[src/rtl/mux_pipe_pkg.sv]
// Shared types and helpers for the mux_pipe_nb registered selector.
// Used by both the explicit-select build and the MUX_RR_EN round-robin build.
package mux_pipe_pkg;

  typedef enum logic [1:0] {
    ST_EMPTY,
    ST_ONE,
    ST_FULL
  } state_t;

  // Channel-id width; a 2-way selector still needs one bit.
  function automatic int selWidth(input int n);
    return (n > 2) ? $clog2(n) : 1;
  endfunction

endpackage

[src/rtl/mux_pipe_nb_rr_arb.sv]
// rr_arb: N-way rotating-priority arbiter with its own priority pointer.
// Instantiated by mux_pipe_nb only when MUX_RR_EN is defined.
module rr_arb #(
  parameter int N     = 2,
  parameter int SEL_W = 1
) (
  input  logic             clk,
  input  logic             rst_n,
  input  logic [N-1:0]     i_valid,
  input  logic             i_accept,
  output logic [SEL_W-1:0] o_grant,
  output logic             o_grantValid
);

  logic [SEL_W-1:0] r_ptr;
  int               w_idx;

  // Scan from the far end back toward ptr so the closest requester wins.
  always_comb begin
    o_grant      = '0;
    o_grantValid = 1'b0;
    w_idx        = 0;
    for (int i = N - 1; i >= 0; i--) begin
      w_idx = (int'(r_ptr) + i) % N;
      if (i_valid[w_idx]) begin
        o_grant      = SEL_W'(w_idx);
        o_grantValid = 1'b1;
      end
    end
  end

  always_ff @(posedge clk or negedge rst_n) begin
    if (!rst_n) begin
      r_ptr <= '0;
    end else if (i_accept) begin
      r_ptr <= SEL_W'((int'(o_grant) + 1) % N);
    end
  end

endmodule

[src/rtl/mux_pipe_nb.sv]
// mux_pipe_nb: N-way registered selector with a 2-entry skid buffer on the output.
// Define MUX_RR_EN to replace the sel input with round-robin arbitration.
module mux_pipe_nb
  import mux_pipe_pkg::*;
#(
  parameter  int WIDTH = 5,
  parameter  int N     = 2,
  localparam int SEL_W = selWidth(N)
) (
  input  logic               clk,
  input  logic               rst_n,
  input  logic [SEL_W-1:0]   sel,
  input  logic [N*WIDTH-1:0] in_data,
  input  logic [N-1:0]       in_valid,
  output logic [N-1:0]       in_ready,
  output logic [WIDTH-1:0]   out_data,
  output logic [SEL_W-1:0]   out_ch,
  output logic               out_valid,
  input  logic               out_ready
);

  state_t           r_state;
  state_t           w_stateNext;
  logic             r_en;
  logic [WIDTH-1:0] r_mainData;
  logic [SEL_W-1:0] r_mainCh;
  logic [WIDTH-1:0] r_skidData;
  logic [SEL_W-1:0] r_skidCh;

  logic [SEL_W-1:0] w_grant;
  logic             w_grantValid;
  logic [WIDTH-1:0] w_inWord;
  logic             w_skidValid;
  logic             w_accept;
  logic             w_drain;
  logic             w_loadMainIn;
  logic             w_loadMainSkid;
  logic             w_loadSkid;

`ifdef MUX_RR_EN
  logic w_unusedSel;
  assign w_unusedSel = ^sel;

  rr_arb #(
    .N     (N),
    .SEL_W (SEL_W)
  ) u_rrArb (
    .clk          (clk),
    .rst_n        (rst_n),
    .i_valid      (in_valid),
    .i_accept     (w_accept),
    .o_grant      (w_grant),
    .o_grantValid (w_grantValid)
  );
`else
  assign w_grant      = sel;
  assign w_grantValid = (int'(sel) < N);
`endif

  assign w_skidValid = (r_state == ST_FULL);
  assign out_valid   = (r_state != ST_EMPTY);
  assign out_data    = r_mainData;
  assign out_ch      = r_mainCh;
  assign w_drain     = out_valid & out_ready;
  assign w_accept    = |(in_valid & in_ready);

  // Ready never looks at out_ready, so a stall does not ripple back combinationally.
  always_comb begin
    in_ready = '0;
    w_inWord = '0;
    for (int k = 0; k < N; k++) begin
      if (w_grant == SEL_W'(k)) begin
        in_ready[k] = r_en & w_grantValid & ~w_skidValid;
        w_inWord    = in_data[k*WIDTH +: WIDTH];
      end
    end
  end

  always_ff @(posedge clk or negedge rst_n) begin
    if (!rst_n) begin
      r_state <= ST_EMPTY;
      r_en    <= 1'b0;
    end else begin
      r_state <= w_stateNext;
      r_en    <= 1'b1;
    end
  end

  always_comb begin
    w_stateNext    = r_state;
    w_loadMainIn   = 1'b0;
    w_loadMainSkid = 1'b0;
    w_loadSkid     = 1'b0;
    case (r_state)
      ST_EMPTY: begin
        if (w_accept) begin
          w_stateNext  = ST_ONE;
          w_loadMainIn = 1'b1;
        end
      end
      ST_ONE: begin
        if (w_accept && w_drain) begin
          w_loadMainIn = 1'b1;
        end else if (w_accept) begin
          w_stateNext = ST_FULL;
          w_loadSkid  = 1'b1;
        end else if (w_drain) begin
          w_stateNext = ST_EMPTY;
        end
      end
      ST_FULL: begin
        if (w_drain) begin
          w_stateNext    = ST_ONE;
          w_loadMainSkid = 1'b1;
        end
      end
      default: w_stateNext = ST_EMPTY;
    endcase
  end

  // Main register keeps its last word when the buffer empties.
  always_ff @(posedge clk or negedge rst_n) begin
    if (!rst_n) begin
      r_mainData <= '0;
      r_mainCh   <= '0;
      r_skidData <= '0;
      r_skidCh   <= '0;
    end else begin
      if (w_loadMainIn) begin
        r_mainData <= w_inWord;
        r_mainCh   <= w_grant;
      end else if (w_loadMainSkid) begin
        r_mainData <= r_skidData;
        r_mainCh   <= r_skidCh;
      end
      if (w_loadSkid) begin
        r_skidData <= w_inWord;
        r_skidCh   <= w_grant;
      end
    end
  end

endmodule
[config.mk]
export PLATFORM = sky130hd
export DESIGN_NAME = mux_pipe_nb
export DESIGN_NICKNAME = d
export VERILOG_FILES = /design/src/rtl/mux_pipe_pkg.sv /design/src/rtl/mux_pipe_nb_rr_arb.sv /design/src/rtl/mux_pipe_nb.sv
export SDC_FILE = /design/constraint.sdc
export NUM_CORES = 1
export LEC_CHECK = 0
export ABC_CLOCK_PERIOD_IN_PS = 2400
export CORE_UTILIZATION = 50
export CTS_BUF_LIST = sky130_fd_sc_hd__clkbuf_4
export CTS_CLUSTER_SIZE = 25
export DETAILED_ROUTE_END_ITERATION = 6
export HOLD_SLACK_MARGIN = 0.05
export PLACE_DENSITY = 0.85
export SYNTH_ARGS = -nofsm -noshare
export SYNTH_HDL_FRONTEND = slang
export SYNTH_SLANG_ARGS = --single-unit
[constraint.sdc]
create_clock -name clk -period 2.4 [get_ports clk]
set_input_delay 0.48 -clock clk [delete_from_list [all_inputs] [get_ports clk]]
set_output_delay 0.48 -clock clk [all_outputs]
set_load 0.005 [all_outputs]
==> metrics.yaml <==
hold_path_depth: 2
final_cell_mix: "clkdlybuf4s50_1, mux2i_1, dfrtp_1, inv_1, buf_4"
gp_congestion: 0.702
nFillCells: 95
crit_path_start_kind: "input port"
cts_tree: "built"
status: "finished, final reports clean"
grt-ovfl-total: 0
worstPathArrival_ns: 1.69
yosysUniqueCellTypes: 22
worstMarginPinSlew_ns: 0.648
max-vdd-ir-drop_mv: 0.416
first_global_vias: 594
grt_pass1_wl_um: 2660
setup_viol: 0
final_common_cell: "clkdlybuf4s50_1"
num_rows: 13
timing.final.crit_share: 0.903
portBuffers: 24
post_cts_resized: 0
synth_area_um2: 790
critical_path.startpoint: "sel"
slew_viol_final: 0
synth_warnings: 0
max_slew_margin: 0.566
max_stage_delay_ns: 0.51
maxCapViolCount: 0
cts_sinks: 15
drive_gt1_frac: 0.170
grt_max_degree: 16
die_x_um: 41.7
synth_seq_area_share: 0.475
totalWireLength_um: 1540
antenna_found_initial: 0
syn_inst: 64
vias: 565
fmax_mhz: 461
core_area_mm2: 0.00138
wl_per_cell_um: 14.1
crit_chain: "clkdlybuf4s50_1 -> buf_4 -> nor2_1 -> clkdlybuf4s50_1"
cp-end-kind: "primary output"
fin_crit_ns: 2.17
hold_buffers: 0
h-tree-depth: 1
grt_use_total: 0.199
detail-route-antenna-nets: 0
placed_area_mm2: 0.00106
drc: 0
skew_ns: 0.00943
leakage_nw: 0.564
crit_required_ns: 1.92
worstHoldStart: "r_skidData[0]$_DFFE_PN0P_"
hold_viol: 0
reg2reg_from: "r_state[1]$_DFFE_PN0P_"
cts_buffers: 3
avgSynthCellArea_um2: 12.3
dieHeight_um: 41.7
vias_per_cell: 5.18
clockBufferDepth: 2
synth_nets: 80
power_mw: 0.794
area_growth_pct: 37.2
power_density_mw_per_mm2: 732
finalNetCount: 111
critical_path.max_fanout: 9
drt_iter0_markers: 8
path_class: "input port to primary output"
path_clk_slew_ns: 0.10
fin_setup_tns_ns: 0
first_pass_iters: 3
hp-class: "register to register"
die_area_mm2: 0.00174
rsz0062_at_grt: "no"
cts_root_buf: "clkbuf_4"
cpMostUsedCell: "clkdlybuf4s50_1"
hpwl_um: 1230
r2r_cells: 3
design_area_mm2: 0.00108
ys_seq_elements: 15
cts_setup_buffers: 0
crit_path_top_delay_cell: "clkdlybuf4s50_1"
insertion_delay_ns: 0.28
pin_count: 25
n_antenna_cell: 0
start_util: 0.571
[flip-flops by register name (all words and copies together) (netlist names)]
name        cells
out_ch          1
out_data        5
r_state         2
r_skidData      5
r_skidCh        1
r_en            1
[metal layers]
metal | part of all wire | vias to the layer above | GRT usage | routed length, um
li1 | - | 281 | - | -
met1 | 0.44 | 273 | 0.244 | 675
met2 | 0.54 | 11 | 0.369 | 834
met3 | 0.020 | 0 | 0.0261 | 31
met4 | 0 | 0 | 0.0387 | 0
met5 | 0 | - | 0 | 0
[synth_stat cells]
| master | count | share of area |
|---|---|---|
| mux2_4 | 2 | 0.038 |
| mux2i_1 | 20 | 0.25 |
| a21oi_1 | 1 | 0.0063 |
| buf_6 | 2 | 0.029 |
| nand2b_1 | 2 | 0.016 |
| and3_2 | 1 | 0.0095 |
| nand2_1 | 1 | 0.0047 |
| nand3_1 | 1 | 0.0063 |
| and4b_1 | 1 | 0.013 |
| nand4b_1 | 1 | 0.011 |
| nand3b_1 | 1 | 0.0095 |
| nor2b_1 | 1 | 0.0079 |
| and3_1 | 1 | 0.0079 |
| mux2_2 | 2 | 0.029 |
| inv_1 | 6 | 0.029 |
| o21ai_0 | 1 | 0.0063 |
| nor2_1 | 1 | 0.0047 |
| a211o_2 | 1 | 0.013 |
| dfrtp_1 | 15 | 0.48 |
| or2_2 | 1 | 0.0079 |
| nand4b_2 | 1 | 0.019 |
| conb_1 | 1 | 0.0047 |
[final cells by class]
cell class              count  area, um^2  area share
clock buffers               3        22.5      0.0208
clock inverters             1        5.00     0.00462
inverters                   6        22.5      0.0208
multi-input cells          41         369       0.341
flip-flops and latches     15         375       0.346
well taps                  15        18.8      0.0173
repair buffers             28         270       0.249
[metrics by stage]
stage	hold slack (ns)	setup WS, ns	util	instances
2_1_floorplan	0.184	0.755	-	64
3_3_place_gp	0.506	0.243	0.764	105
3_5_place_dp	0.515	0.221	0.764	105
4_1_cts	0.535	0.220	0.784	109
5_1_grt	0.549	0.182	0.784	109
6_report	0.529	0.232	0.784	109
[logic make-up after synthesis]
family	Yosys count	synth area share
AOI/OAI and AO/OA	3	0.0253
DFF	15	0.475
and+or+nand+nor	13	0.117
buffers and inverters	8	0.0570
other	1	0.00475
muxes	24	0.320
[power by group]
group / switching [mW] / leakage (nW) / internal [mW]
clock network: 0.0838 / 0.0177 / 0.0618
logic: 0.0919 / 0.371 / 0.172
registers: 0.0488 / 0.175 / 0.335
[worst max-delay path: cells and delay by family]
kind / cells / cell delay (ns)
AND/OR/NAND/NOR: 1 / 0.10
buffers and inverters: 3 / 1.10
[worst paths after layout]
path,slack [ns],end
setup reg to reg,1.09,out_ch$_DFFE_PN0P_
min in group asynchronous,0.58,r_skidData[1]$_DFFE_PN0P_
hold reg to reg,0.53,r_skidData[0]$_DFFE_PN0P_
setup / recovery,0.23,in_ready[0]
hold / removal,0.53,r_skidData[0]$_DFFE_PN0P_
max in group asynchronous,1.39,r_state[0]$_DFFE_PN0P_
Power figures use the tool's default switching activity.
